## src/rtl/ycbcr_to_rgb565.sv

```systemverilog
// BT.601 full-range YCbCr to RGB565 converter: 3-stage pipeline with saturating output,
// sync signals delayed to stay aligned with the data, and a per-frame output pixel counter.
`timescale 1ns/1ps

module ycbcr_to_rgb565 #(
    parameter int CNT_W = 20
) (
    input  logic             clk,
    input  logic             rst_n,
    input  logic             pre_frame_vsync,
    input  logic             pre_frame_hsync,
    input  logic             pre_frame_de,
    input  logic [7:0]       img_y,
    input  logic [7:0]       img_cb,
    input  logic [7:0]       img_cr,
    input  logic [3:0]       mode,
    output logic             post_frame_vsync,
    output logic             post_frame_hsync,
    output logic             post_frame_de,
    output logic [4:0]       img_red,
    output logic [5:0]       img_green,
    output logic [4:0]       img_blue,
    output logic [CNT_W-1:0] pixel_cnt
);

    localparam int DATA_W = 8;
    localparam int PROD_W = 17;
    localparam int SUM_W  = 19;

    localparam logic [PROD_W-1:0] K_R_CR = 17'd359;
    localparam logic [PROD_W-1:0] K_G_CB = 17'd88;
    localparam logic [PROD_W-1:0] K_G_CR = 17'd183;
    localparam logic [PROD_W-1:0] K_B_CB = 17'd454;

    localparam logic signed [SUM_W-1:0] OFF_R = -19'sd45952;
    localparam logic signed [SUM_W-1:0] OFF_G =  19'sd34688;
    localparam logic signed [SUM_W-1:0] OFF_B = -19'sd58112;

    localparam logic [CNT_W-1:0] CNT_ONE = CNT_W'(1);

    // Drop the x256 scale (arithmetic shift), then clamp into 0..255.
    function automatic logic [DATA_W-1:0] sat_u8(input logic signed [SUM_W-1:0] v);
        logic signed [SUM_W-1:0] s;
        s = v >>> 8;
        if (s < 0)
            return '0;
        else if (s > 19'sd255)
            return 8'hFF;
        else
            return s[DATA_W-1:0];
    endfunction

    logic [PROD_W-1:0] w_cb_ext;
    logic [PROD_W-1:0] w_cr_ext;
    assign w_cb_ext = {9'd0, img_cb};
    assign w_cr_ext = {9'd0, img_cr};

    // Stage 1: unsigned products
    logic [PROD_W-1:0] r_y256_p0;
    logic [PROD_W-1:0] r_r_cr_p0;
    logic [PROD_W-1:0] r_g_cb_p0;
    logic [PROD_W-1:0] r_g_cr_p0;
    logic [PROD_W-1:0] r_b_cb_p0;
    logic [2:0]        r_sync_p0;

    always_ff @(posedge clk or negedge rst_n) begin
        if (!rst_n) begin
            r_y256_p0 <= '0;
            r_r_cr_p0 <= '0;
            r_g_cb_p0 <= '0;
            r_g_cr_p0 <= '0;
            r_b_cb_p0 <= '0;
            r_sync_p0 <= '0;
        end else begin
            r_y256_p0 <= {1'b0, img_y, 8'd0};
            r_r_cr_p0 <= w_cr_ext * K_R_CR;
            r_g_cb_p0 <= w_cb_ext * K_G_CB;
            r_g_cr_p0 <= w_cr_ext * K_G_CR;
            r_b_cb_p0 <= w_cb_ext * K_B_CB;
            r_sync_p0 <= {pre_frame_vsync, pre_frame_hsync, pre_frame_de};
        end
    end

    logic signed [SUM_W-1:0] w_y_s;
    logic signed [SUM_W-1:0] w_r_cr_s;
    logic signed [SUM_W-1:0] w_g_cb_s;
    logic signed [SUM_W-1:0] w_g_cr_s;
    logic signed [SUM_W-1:0] w_b_cb_s;
    assign w_y_s    = $signed({2'b00, r_y256_p0});
    assign w_r_cr_s = $signed({2'b00, r_r_cr_p0});
    assign w_g_cb_s = $signed({2'b00, r_g_cb_p0});
    assign w_g_cr_s = $signed({2'b00, r_g_cr_p0});
    assign w_b_cb_s = $signed({2'b00, r_b_cb_p0});

    // Stage 2: signed sums with the chroma offsets folded in
    logic signed [SUM_W-1:0] r_r0_p1;
    logic signed [SUM_W-1:0] r_g0_p1;
    logic signed [SUM_W-1:0] r_b0_p1;
    logic [2:0]              r_sync_p1;

    always_ff @(posedge clk or negedge rst_n) begin
        if (!rst_n) begin
            r_r0_p1   <= '0;
            r_g0_p1   <= '0;
            r_b0_p1   <= '0;
            r_sync_p1 <= '0;
        end else begin
            r_r0_p1   <= w_y_s + w_r_cr_s + OFF_R;
            r_g0_p1   <= w_y_s - w_g_cb_s - w_g_cr_s + OFF_G;
            r_b0_p1   <= w_y_s + w_b_cb_s + OFF_B;
            r_sync_p1 <= r_sync_p0;
        end
    end

    logic w_mode_ok;
    assign w_mode_ok = (mode >= 4'd1) && (mode <= 4'd5);

    // Stage 3: saturate and hold when the mode disables conversion; sync is never held
    logic [DATA_W-1:0] r_r8_p2;
    logic [DATA_W-1:0] r_g8_p2;
    logic [DATA_W-1:0] r_b8_p2;
    logic [2:0]        r_sync_p2;

    always_ff @(posedge clk or negedge rst_n) begin
        if (!rst_n) begin
            r_r8_p2   <= '0;
            r_g8_p2   <= '0;
            r_b8_p2   <= '0;
            r_sync_p2 <= '0;
        end else begin
            if (w_mode_ok) begin
                r_r8_p2 <= sat_u8(r_r0_p1);
                r_g8_p2 <= sat_u8(r_g0_p1);
                r_b8_p2 <= sat_u8(r_b0_p1);
            end
            r_sync_p2 <= r_sync_p1;
        end
    end

    assign post_frame_vsync = r_sync_p2[2];
    assign post_frame_hsync = r_sync_p2[1];
    assign post_frame_de    = r_sync_p2[0];

    assign img_red   = post_frame_de ? r_r8_p2[7:3] : '0;
    assign img_green = post_frame_de ? r_g8_p2[7:2] : '0;
    assign img_blue  = post_frame_de ? r_b8_p2[7:3] : '0;

    logic w_unused_lsbs;
    assign w_unused_lsbs = ^{r_r8_p2[2:0], r_g8_p2[1:0], r_b8_p2[2:0]};

    // Frame counter: a vsync rising edge at the output clears it, taking priority over de
    logic             r_vs_prev;
    logic [CNT_W-1:0] r_pixel_cnt;
    logic             w_vs_rise;
    logic             w_cnt_full;
    assign w_vs_rise  = post_frame_vsync & ~r_vs_prev;
    assign w_cnt_full = &r_pixel_cnt;

    always_ff @(posedge clk or negedge rst_n) begin
        if (!rst_n) begin
            r_vs_prev   <= 1'b0;
            r_pixel_cnt <= '0;
        end else begin
            r_vs_prev <= post_frame_vsync;
            if (w_vs_rise)
                r_pixel_cnt <= '0;
            else if (post_frame_de && !w_cnt_full)
                r_pixel_cnt <= r_pixel_cnt + CNT_ONE;
        end
    end

    assign pixel_cnt = r_pixel_cnt;

endmodule

```

## config.mk

```make
export PLATFORM = sky130hd
export DESIGN_NAME = ycbcr_to_rgb565
export DESIGN_NICKNAME = d
export VERILOG_FILES = /design/src/rtl/ycbcr_to_rgb565.sv
export SDC_FILE = /design/constraint.sdc
export NUM_CORES = 1
export LEC_CHECK = 0
export CAP_MARGIN = 20
export CORE_ASPECT_RATIO = 0.6
export CORE_MARGIN = 2
export CORE_UTILIZATION = 60
export CTS_CLUSTER_SIZE = 14
export DETAILED_ROUTE_END_ITERATION = 10
export PLACE_DENSITY = 0.85
export RECOVER_POWER = 25
export SLEW_MARGIN = 10
export SYNTH_ARGS = -nofsm -noshare
export SYNTH_HDL_FRONTEND = slang
export SYNTH_SLANG_ARGS = --single-unit
```

## constraint.sdc

```tcl
create_clock -name clk -period 9.05 [get_ports clk]
set_clock_uncertainty 0.15 [all_clocks]
set_input_delay 1.81 -clock clk [delete_from_list [all_inputs] [get_ports clk]]
set_output_delay 1.81 -clock clk [all_outputs]
set_load 0.02 [all_outputs]
```

* Yosys cells after proc, flatten, opt, wreduce, memory -nomap -nowiden
Cells that the tools add are included.
** Word-level totals
- Bits in registers :: 182
- Bits in latches :: 0
- Memory bits (writable) :: 0
- ROM bits :: 0
- Bits of input ports :: 33
- Output and inout port bits :: 39
- Word-level logic and storage cells :: 54
- Memories :: 0
** Cells by class
- Add/sub/neg operators :: 8
- $mul :: 4
- Divide/modulo/power cells :: 0
- $lt $le $gt $ge :: 8
- Equality and inequality tests :: 0
- Shift operators :: 0
- Mux-type cells :: 11
- Bitwise operators :: 2
- Reduce and logical (&&, ||, !) cells :: 5
** Operators by type and width (number)
- 19-bit by 17-bit adder with 19-bit output (second input constant) :: 3
- 8-bit two-way mux :: 6
- 20-bit two-way mux :: 2
- 16-bit by 17-bit adder with 18-bit output :: 2
- 11-bit by 9-bit > comparator with 1-bit output (second input constant) :: 3
- 11-bit by 1-bit < comparator with 1-bit output (second input constant) :: 3
- 8-bit by 8-bit multiplier with 16-bit output (second input constant) :: 2
- 20-bit by 1-bit adder with 20-bit output (second input constant) :: 1
- 20-bit AND reduction :: 1
- 18-bit by 17-bit subtractor with 19-bit output :: 1
- 16-bit by 17-bit subtractor with 18-bit output :: 1
- 8-bit by 9-bit multiplier with 17-bit output (second input constant) :: 1
- 8-bit by 4-bit multiplier with 12-bit output (second input constant) :: 1
- 5-bit two-way mux :: 2
- 6-bit two-way mux :: 1
- 4-bit by 1-bit greater-or-equal comparator with 1-bit output (second input constant) :: 1
- 4-bit by 3-bit less-or-equal comparator with 1-bit output (second input constant) :: 1
- 1-bit logical AND :: 2
- 2-bit nonzero test :: 1
- 1-bit bitwise AND :: 1
- 1-bit zero test :: 1
- 1-bit NOT :: 1

* Logic depth before layout (Yosys ltp)
Gate-level depths: netlist of the first run.
- Word-level depth :: 5
- Depth in mapped cells :: 16
- Gate-level depth less buffers :: 16

* Least setup slack after synthesis of the first run
OpenSTA, ideal clock, no wires.
- Kind :: in2reg
- Start :: input port img_cb[1]
- End :: register r_b_cb_p0[16]
- Setup time :: 0.080 ns
- Arrival :: 5.342 ns
- Required time :: 8.820 ns
- Slack :: 3.478 ns
- Cell stages on the path :: 15
- Buffers on the path :: 0
- Cells stage by stage :: inv_1 -> fa_1 -> inv_1 -> ha_1 -> inv_1 -> fa_1 -> fa_1 -> inv_1 -> ha_1 -> nor2b_1 -> o311ai_1 -> a21boi_0 -> a311o_1 -> a21oi_1 -> xnor2_1
** On the way
- Word-level cells in the longest chain between the ends :: 1
** RTL lines
- from (decl) :: RTL line 14 : input logic [7:0] img_cb,
- 8-bit by 8-bit multiplier with 16-bit output :: RTL line 79 : r_b_cb_p0 <= w_cb_ext * K_B_CB;
- to (signal assigned) :: RTL line 79
- to (decl) :: RTL line 63 : logic [PROD_W-1:0] r_b_cb_p0;
Every way passes these cells.
A chain may end at the register's enable or synchronous reset.

* Worst setup path in the final report of the first run
- Start :: input port img_cb[3]
- End :: register r_b_cb_p0[16]
Same word-level chain as after synthesis.

==> summary.txt, run 1 <==
Outcome = complete, but fails checks
Failing checks = max-capacitance violations, max-slew violations
Required @ worst endpoint = 9240 ps
Final hold violation count = 0
H-tree depth = 4
Largest net degree at the start of global routing = 67
Layout area overhead = 14.9%
Max clock buf depth = 2
Starting density of the core = 61.1%
Core area = 17100 um^2
Logic pwr share = 58.9%
Global route total overflow = 0
Residual DRC count = 0
Routability cong. = 0.908
Synth Cell Area = 10400 um^2
Clock Pin Slew Worst Setup and Hold Paths = 60 ps
Number of synthesized register bits = 126
Final period utilization = 68.3%
Placed cells = 1342
Maxcap violations = 1
Syn avg cell area = 10.0 um^2
Maximum vdd ir drop = 0.000212 V
Pwr Total = 3.76 mW
Post-synth EDFFs = 0
Final ANT Viol Nets = 0
Clock power frac = 17.3%
PwrDens = 313 nW/um^2
Total wire length = 21500 um
Sequential area share after synthesis = 30.2%
Setup Crit Path Kind = input port to register
Synthesized Nets = 1327
CTS tree = done
# port buffers = 71
CP max FO = 8
First-pass GRT wire length = 36800 um
Layout cells sized above 1 = 4.29%
Worst skew pair latency = 420 ps
PostCTS Resize Cnt = 0
Detailed Routing Iterations Pass 1 = 5
WL per Instance = 15.6 um
CP Data Arrival Time = 6370 ps
Final setup fails = 0
Number of global-route vias before repair = 7677
Worst hold start = r_sync_p0[1]$_DFF_PN0_
Sw power = 1.61 mW
Fmax achieved = 162 MHz
Vias per cell = 5.44
Reg2reg start = r_y256_p0[8]$_DFF_PN0_
Die Y-Extent = 106 um
Clock root cell = clkbuf_16
Syn. warnings = 0
Post-route insts no fill = 1375
Count of different cell masters after synthesis = 64
Crit. Startpoint = img_cb[3]
Global Route Usage Sum = 25.1%
I/O pin total = 72
Setup Fix Bufs, Post-CTS = 0
Worst Tran Pin Value = 3490 ps
Slew margin rel. = -133%
Switching share of power = 42.8%
Die Width = 174 um
Via count = 7476
Row count = 37
Antenna Cells = 0
Worst hold path class = register to register
DIE AREA = 18500 um^2
Starting DRT DRC Count = 488
Worst Setup End Kind = register
Sink Count = 126
Int Pwr = 2.15 mW
Final min period = 6180 ps
Antenna violations before repair = 0
Nets = 1411
RSZ-0062 raised after global routing = false
Hold-fix buffers at CTS = 0
Register share of total power = 23.8%
Fin Setup TNS = 0 ps
Slew Limit Fails = 67
Pleak = 5.92 nW
Number of CTS-inserted buffers = 17
Syn Inst Count = 1044
DP HPWL = 17000 um
Main synth FF type = dfrtp_1
Worst Setup Start Kind = input port
Post-synth ARST share = 100%
==> Yosys cell counts, drive strengths merged (7+ instances only) <==
library cell	n	share of area, %
xnor2	57	4.8
inv	166	6.0
xor2	31	2.6
nand4	7	0.42
o21ai	23	1.1
o31ai	19	1.4
nor3	24	1.2
ha	194	23
dfrtp	126	30
a21o	8	0.58
o21bai	7	0.50
nor2b	10	0.60
clkbuf	8	0.29
nor2	85	3.1
nand3	22	1.1
nand2	46	1.7
a21oi	41	2.0
fa	56	11
a211oi	8	0.62
o21a	13	0.95
and2	21	1.3
==> sequential cells by signal, summed over array words and instances (netlist names) <==
register,cells
r_g8_p2,6
r_g_cb_p0,9
r_g_cr_p0,16
r_g0_p1,9
r_b0_p1,8
r_r_cr_p0,10
r_b_cb_p0,12
r_b8_p2,5
r_sync_p2,3
r_r0_p1,8
r_r8_p2,5
pixel_cnt,20
r_sync_p1,3
r_y256_p0,8
r_vs_prev,1
r_sync_p0,3
==> power groups by stage <==
stage                     clock network, mW  registers (mW)  logic, mW
final                                 0.651           0.893       2.21
after global routing                  0.689           0.916       2.48
after CTS                             0.661           0.893       2.21
after detailed placement                  0           0.900       2.16
after global placement                    0           0.893       2.05
after floorplan                           0           0.872       1.64
==> cell type report <==
| type | instances | area, um^2 |
|---|---|---|
| clock buffer | 18 | 429 |
| fill | 1224 | 5090 |
| inverter | 166 | 623 |
| clock inverter | 14 | 136 |
| timing repair buffer | 74 | 734 |
| sequential | 126 | 3150 |
| tap | 234 | 293 |
| multi-input combinational | 743 | 6620 |
==> worst max-delay path: stages <==
cell and delay [ps]:
clkdlybuf4s50_1 700, inv_1 100, fa_1 490, inv_1 50, ha_1 280, inv_1 70
fa_1 440, fa_1 560, inv_1 50, ha_1 330, nand3_1 110, a21oi_1 60
o311ai_1 330, a21boi_0 220, a311o_1 430, a21oi_1 190, xnor2_1 130
==> metal layers <==
layer	track usage, %	part of all wire [%]	wire length [um]	vias to the layer above
met5	0	0	0	-
met4	9.42	2.4	524	0
met3	5.29	4.7	1020	44
met2	38.7	44	9440	189
met1	35.1	49	10500	3574
li1	-	-	-	3669
==> worst paths after layout <==
| kind | to | slack, ps | depth (start not counted) |
|---|---|---|---|
| worst max-delay path | r_b_cb_p0[16]$_DFF_PN0_ | 2870 | 17 |
| worst min-delay path | r_sync_p1[1]$_DFF_PN0_ | 200 | 0 |
| worst max register to register | r_g0_p1[17]$_DFF_PN0_ | 5200 | 12 |
| worst min register to register | r_sync_p1[1]$_DFF_PN0_ | 200 | 0 |
| max in group asynchronous | r_b_cb_p0[10]$_DFF_PN0_ | 4170 | 2 |
| min in group asynchronous | pixel_cnt[6]$_DFFE_PN0P_ | 2410 | 1 |
==> cells by family after synthesis <==
kind of cell               synth area share (%)
AOI/OAI and AO/OA                          10.1
xor gates and xnor gates                   7.38
adders and majority gates                  34.0
buffers and inverters                      6.29
DFF                                        30.2
muxes                                     0.192
and+or+nand+nor                            11.9
==> metrics by stage <==
| step | hold slack (ps) | setup WS (ps) | area (um^2) | util [%] |
|---|---|---|---|---|
| after detailed placement | 185 | 2490 | 11400 | 66.9 |
| after global routing | 205 | 2620 | 12000 | 70.2 |
| final | 197 | 2870 | 12000 | 70.2 |
| after global placement | 182 | 2610 | 11400 | 66.9 |
| after floorplan | 181 | 3480 | 10400 | - |
| after CTS | 198 | 2900 | 12000 | 70.2 |
==> layout by cell type, fill, tap and decap left out, types with 5 or more instances in the layout <==
cell | synthesis | final
xnor2_1 | 57 | 57
o21ai_0 | 22 | 22
inv_1 | 166 | 166
nor2b_1 | 10 | 10
xor2_1 | 31 | 31
nor2_1 | 85 | 85
nand4_1 | 7 | 7
and2_1 | 21 | 20
nor3_1 | 24 | 24
o31ai_1 | 19 | 18
or3_1 | 6 | 6
a21oi_1 | 40 | 40
nand2b_1 | 5 | 5
a211oi_1 | 7 | 7
o21bai_1 | 7 | 7
nand3_1 | 22 | 22
clkdlybuf4s50_1 | 0 | 58
a21o_1 | 8 | 8
fa_1 | 56 | 56
o21a_1 | 12 | 12
clkbuf_16 | 0 | 17
dlygate4sd3_1 | 0 | 12
dfrtp_1 | 126 | 126
nand2_1 | 46 | 46
ha_1 | 194 | 194
Power figures use the tool's default switching activity.
==> run 2: changes to the inputs <==
Clock period 9.05 ns to 6 ns, I/O delays scaled along.
==> run 2 against run 1 <==
The run still ends with max-capacitance violations, max-slew violations left. Sequential share of layout area decreased by 0.11 points. Utilization increased by 0.30 points. Sequential power increased by 51%. Design area increased by 0.43%. Die area unchanged. Via count increased by 0.56%. Largest power group unchanged.
==> summary.txt, run 2 (synthesis results as in run 1) <==
CP max FO = 7
Global Route Usage Sum = 25.3%
Total wire length = 21800 um
Setup Fix Bufs, Post-CTS = 0
CP peak stage delay = 650 ps
Detailed Routing Iterations Pass 1 = 5
Number of CTS-inserted buffers = 17
Placed cells = 1349
Starting DRT DRC Count = 590
Vias per cell = 5.44
Dpl ws = 286 ps
Max clock buf depth = 2
Maximum vdd ir drop = 0.000287 V
CP bufs+invs = 5
Worst skew pair latency = 420 ps
R2R setup slack = 2170 ps
Setup Crit Path Kind = input port to register
Layout cells sized above 1 = 4.88%
Max FFs per register = 20
Routability cong. = 0.917
WL per Instance = 15.8 um
Final ANT Viol Nets = 0
Fmax achieved = 186 MHz
Row count = 37
Pleak = 5.96 nW
Maxcap violations = 1
RSZ-0062 raised after global routing = false
CTS tree = done
Worst Setup End Kind = register
Layout area overhead = 15.4%
CP Data Arrival Time = 5570 ps
Slew margin rel. = -168%
Fill cell count = 1176
Slew Limit Fails = 79
H-tree depth = 4
Worst hold path class = register to register
Final min period = 5390 ps
Most frequent cells in the layout = ha_1, inv_1, dfrtp_1
Core area = 17100 um^2
Sink Count = 126
Post-route insts no fill = 1381
I/O pin total = 72
Clock Pin Slew Worst Setup and Hold Paths = 60 ps
Die Y-Extent = 106 um
# port buffers = 71
Nets = 1418
Outcome = complete, but fails checks
Antenna Cells = 0
Residual DRC count = 0
Largest net degree at the start of global routing = 79
PwrDens = 469 nW/um^2
Failing checks = max-capacitance violations, max-slew violations
Via count = 7518
Starting density of the core = 61.1%
Clock root cell = clkbuf_16
DP HPWL = 17200 um
Die Width = 174 um
Number of global-route vias before repair = 7538
Multi-input gate area = 6640 um^2
Worst Setup Start Kind = input port
Required @ worst endpoint = 6180 ps
PostCTS Resize Cnt = 0
Hold-fix buffers at CTS = 0
Global route total overflow = 0
Final period utilization = 89.8%
Worst Tran Pin Value = 4030 ps
Final setup fails = 0
Fin Setup TNS = 0 ps
CP delay by family, top = adder cells
Crit-path slowest cell = clkdlybuf4s50_1
First-pass GRT wire length = 37000 um
Final hold violation count = 0
Most common cell after layout, fill and taps aside = ha_1
FF+latch area = 3150 um^2
DIE AREA = 18500 um^2
Critical path, cell by cell = clkdlybuf4s50_1 -> fa_1 -> inv_1 -> fa_1 -> inv_1 -> fa_1 -> inv_1 -> fa_1 -> inv_1 -> ha_1 -> a21oi_1 -> o22ai_1 -> o21ba_2 -> o41ai_1 -> xnor2_1
Antenna violations before repair = 0
Setup ws final = 612 ps
[run 2: final timing paths]
| path | start | endpoint | cells after the start |
|---|---|---|---|
| worst max register to register | r_y256_p0[8]$_DFF_PN0_ | r_g0_p1[17]$_DFF_PN0_ | 13 |
| max in group asynchronous | rst_n | r_g_cb_p0[8]$_DFF_PN0_ | 1 |
| worst min register to register | r_sync_p1[0]$_DFF_PN0_ | r_sync_p2[0]$_DFF_PN0_ | 0 |
| worst max-delay path | img_cr[6] | r_r_cr_p0[16]$_DFF_PN0_ | 15 |
| min in group asynchronous | rst_n | pixel_cnt[9]$_DFFE_PN0P_ | 1 |
| worst min-delay path | r_sync_p1[0]$_DFF_PN0_ | r_sync_p2[0]$_DFF_PN0_ | 0 |
[run 2: report_power, final]
part / internal (mW) / switching [mW] / total [mW]
Sequential: 1.19 / 0.162 / 1.35
Combinational: 1.48 / 1.86 / 3.34
Clock: 0.567 / 0.388 / 0.955
[run 2: area by class of cell]
type                            instances  area share (%)
Sequential cell                       126            26.2
Clock inverter                         13           0.966
Multi-Input combinational cell        743            55.1
Timing Repair Buffer                   81            6.54
Tap cell                              234            2.43
Inverter                              166            5.17
Clock buffer                           18            3.56
[run 2: layer usage]
| metal | routed length (um) | vias up | GRT usage, % |
|---|---|---|---|
| met2 | 9370 | 212 | 39.3 |
| met3 | 1180 | 39 | 5.44 |
| met5 | 0 | - | 0 |
| li1 | - | 3697 | - |
| met4 | 464 | 0 | 7.56 |
| met1 | 10800 | 3570 | 36.0 |
[run 2: per-stage QoR]
step                      utilization (%)  instance area, um^2  hold WS [ps]  power [mW]
final                                70.5                12000           191        5.64
after global routing                 70.5                12000           211        6.13
after CTS                            70.4                12000           196        5.65
after detailed placement             67.2                11500           185        4.63
after global placement               67.2                11500           182        4.44
after floorplan                         -                10400           181        3.79
==> run 3: changes to the inputs <==
Settings changed: CORE_ASPECT_RATIO 0.6 to unset, CTS_BUF_LIST set to sky130_fd_sc_hd__clkbuf_16.
==> run 3 against run 2 <==
Highest routed layer unchanged. The run still ends with max-capacitance violations, max-slew violations left. Cell count fell by 0.58%. Design area rose by 0.12%. Sequential power barely moved.
==> summary.txt, run 3 (synthesis results as in run 1) <==
Outcome = complete, but fails checks
Failing checks = max-capacitance violations, max-slew violations
Worst Setup End Kind = register
First-pass GRT wire length = 34500 um
Starting density of the core = 60.8%
CP Data Arrival Time = 5470 ps
Global Route Usage Sum = 23.5%
FF+latch area = 3150 um^2
CP max FO = 7
Pleak = 5.99 nW
Number of global-route vias before repair = 7470
Placed cells = 1340
Vias per cell = 5.34
Largest net degree at the start of global routing = 80
PostCTS Resize Cnt = 0
RSZ-0062 raised after global routing = false
PwrDens = 459 nW/um^2
Setup Fix Bufs, Post-CTS = 0
Fill cell count = 1259
Fmax achieved = 189 MHz
Worst hold path class = register to register
Fin Setup TNS = 0 ps
Most frequent cells in the layout = ha_1, inv_1, dfrtp_1
Starting DRT DRC Count = 264
Maximum vdd ir drop = 0.000336 V
Final min period = 5280 ps
Slew Limit Fails = 80
Slew margin rel. = -161%
Most common cell after layout, fill and taps aside = ha_1
Global-route met2 utilization = 42.3%
Routability cong. = 0.835
H-tree depth = 4
Layout area overhead = 15.5%
Nets = 1418
Busiest grt layer = met2
DIE AREA = 18500 um^2
Post-route insts no fill = 1373
Final setup fails = 0
Max clock buf depth = 2
Multi-input gate area = 6640 um^2
Die Width = 136 um
Antenna Cells = 0
# port buffers = 71
Required @ worst endpoint = 6180 ps
Global route total overflow = 0
FF-to-FF path depth = 12
Die Y-Extent = 136 um
Met3 Track Usage GR = 3.88%
Number of CTS-inserted buffers = 17
Clock root cell = clkbuf_16
DP HPWL = 15600 um
Met1 Usage GRT = 29.4%
Row count = 48
Hold-fix buffers at CTS = 0
Maxcap violations = 1
Final hold violation count = 0
Layout cells sized above 1 = 4.97%
Core area = 17200 um^2
Worst skew pair latency = 420 ps
Final ANT Viol Nets = 0
Hold Crit Depth = 0
Residual DRC count = 0
Antenna violations before repair = 0
Via count = 7335
WL per Instance = 14.5 um
Total wire length = 19900 um
Final period utilization = 88.0%
CTS tree = done
Max FFs per register = 20
Detailed Routing Iterations Pass 1 = 6
Setup Crit Path Kind = input port to register
Sink Count = 126
Worst Tran Pin Value = 3910 ps
I/O pin total = 72
Clock Pin Slew Worst Setup and Hold Paths = 60 ps
Worst Setup Start Kind = input port
==> run 3: critical path, stage by stage <==
cell and delay (ps):
clkdlybuf4s50_1 580, fa_1 600, inv_1 60, fa_1 480, inv_1 60, fa_1 490, inv_1 50, fa_1 530
inv_1 40, ha_1 220, a21oi_1 210, o22ai_1 140, o21ba_2 270, o41ai_1 350, xnor2_1 180
==> run 3: where the power goes <==
part,switching [mW],internal [mW]
sequential,0.156,1.19
combinational,1.74,1.48
clock,0.372,0.607
total,2.27,3.27
==> run 3: worst paths after layout <==
check | start | end | slack (ps)
max | img_cr[5] | r_r_cr_p0[16]$_DFF_PN0_ | 720
max reg2reg | r_y256_p0[8]$_DFF_PN0_ | r_g0_p1[17]$_DFF_PN0_ | 2240
min reg2reg | r_sync_p0[2]$_DFF_PN0_ | r_sync_p1[2]$_DFF_PN0_ | 200
min | r_sync_p0[2]$_DFF_PN0_ | r_sync_p1[2]$_DFF_PN0_ | 200
max in group asynchronous | rst_n | r_g0_p1[17]$_DFF_PN0_ | 1520
min in group asynchronous | rst_n | pixel_cnt[5]$_DFFE_PN0P_ | 1990
==> run 3: per-layer routing <==
metal,vias to the layer above,share of wire [%]
met5,-,0
met4,0,1.6
met3,25,3.0
met2,143,52
met1,3480,44
li1,3687,-
==> run 3: cell type report <==
cell class / instances / area share, %
Tap cell: 225 / 2.33
Inverter: 166 / 5.17
Sequential cell: 126 / 26.1
Timing Repair Buffer: 81 / 6.53
Clock inverter: 15 / 1.21
Clock buffer: 17 / 3.53
Multi-Input combinational cell: 743 / 55.1
==> run 3: stage by stage <==
step | cell area (um^2) | hold WS (ps) | utilization (%) | total power, mW | setup WS, ps
6_report | 12100 | 198 | 70.2 | 5.54 | 718
5_1_grt | 12100 | 205 | 70.2 | 6.07 | 481
4_1_cts | 12000 | 201 | 70.1 | 5.57 | 714
3_5_place_dp | 11500 | 185 | 66.8 | 4.53 | 316
3_3_place_gp | 11500 | 183 | 66.8 | 4.39 | 412
2_1_floorplan | 10400 | 181 | - | 3.79 | 1040
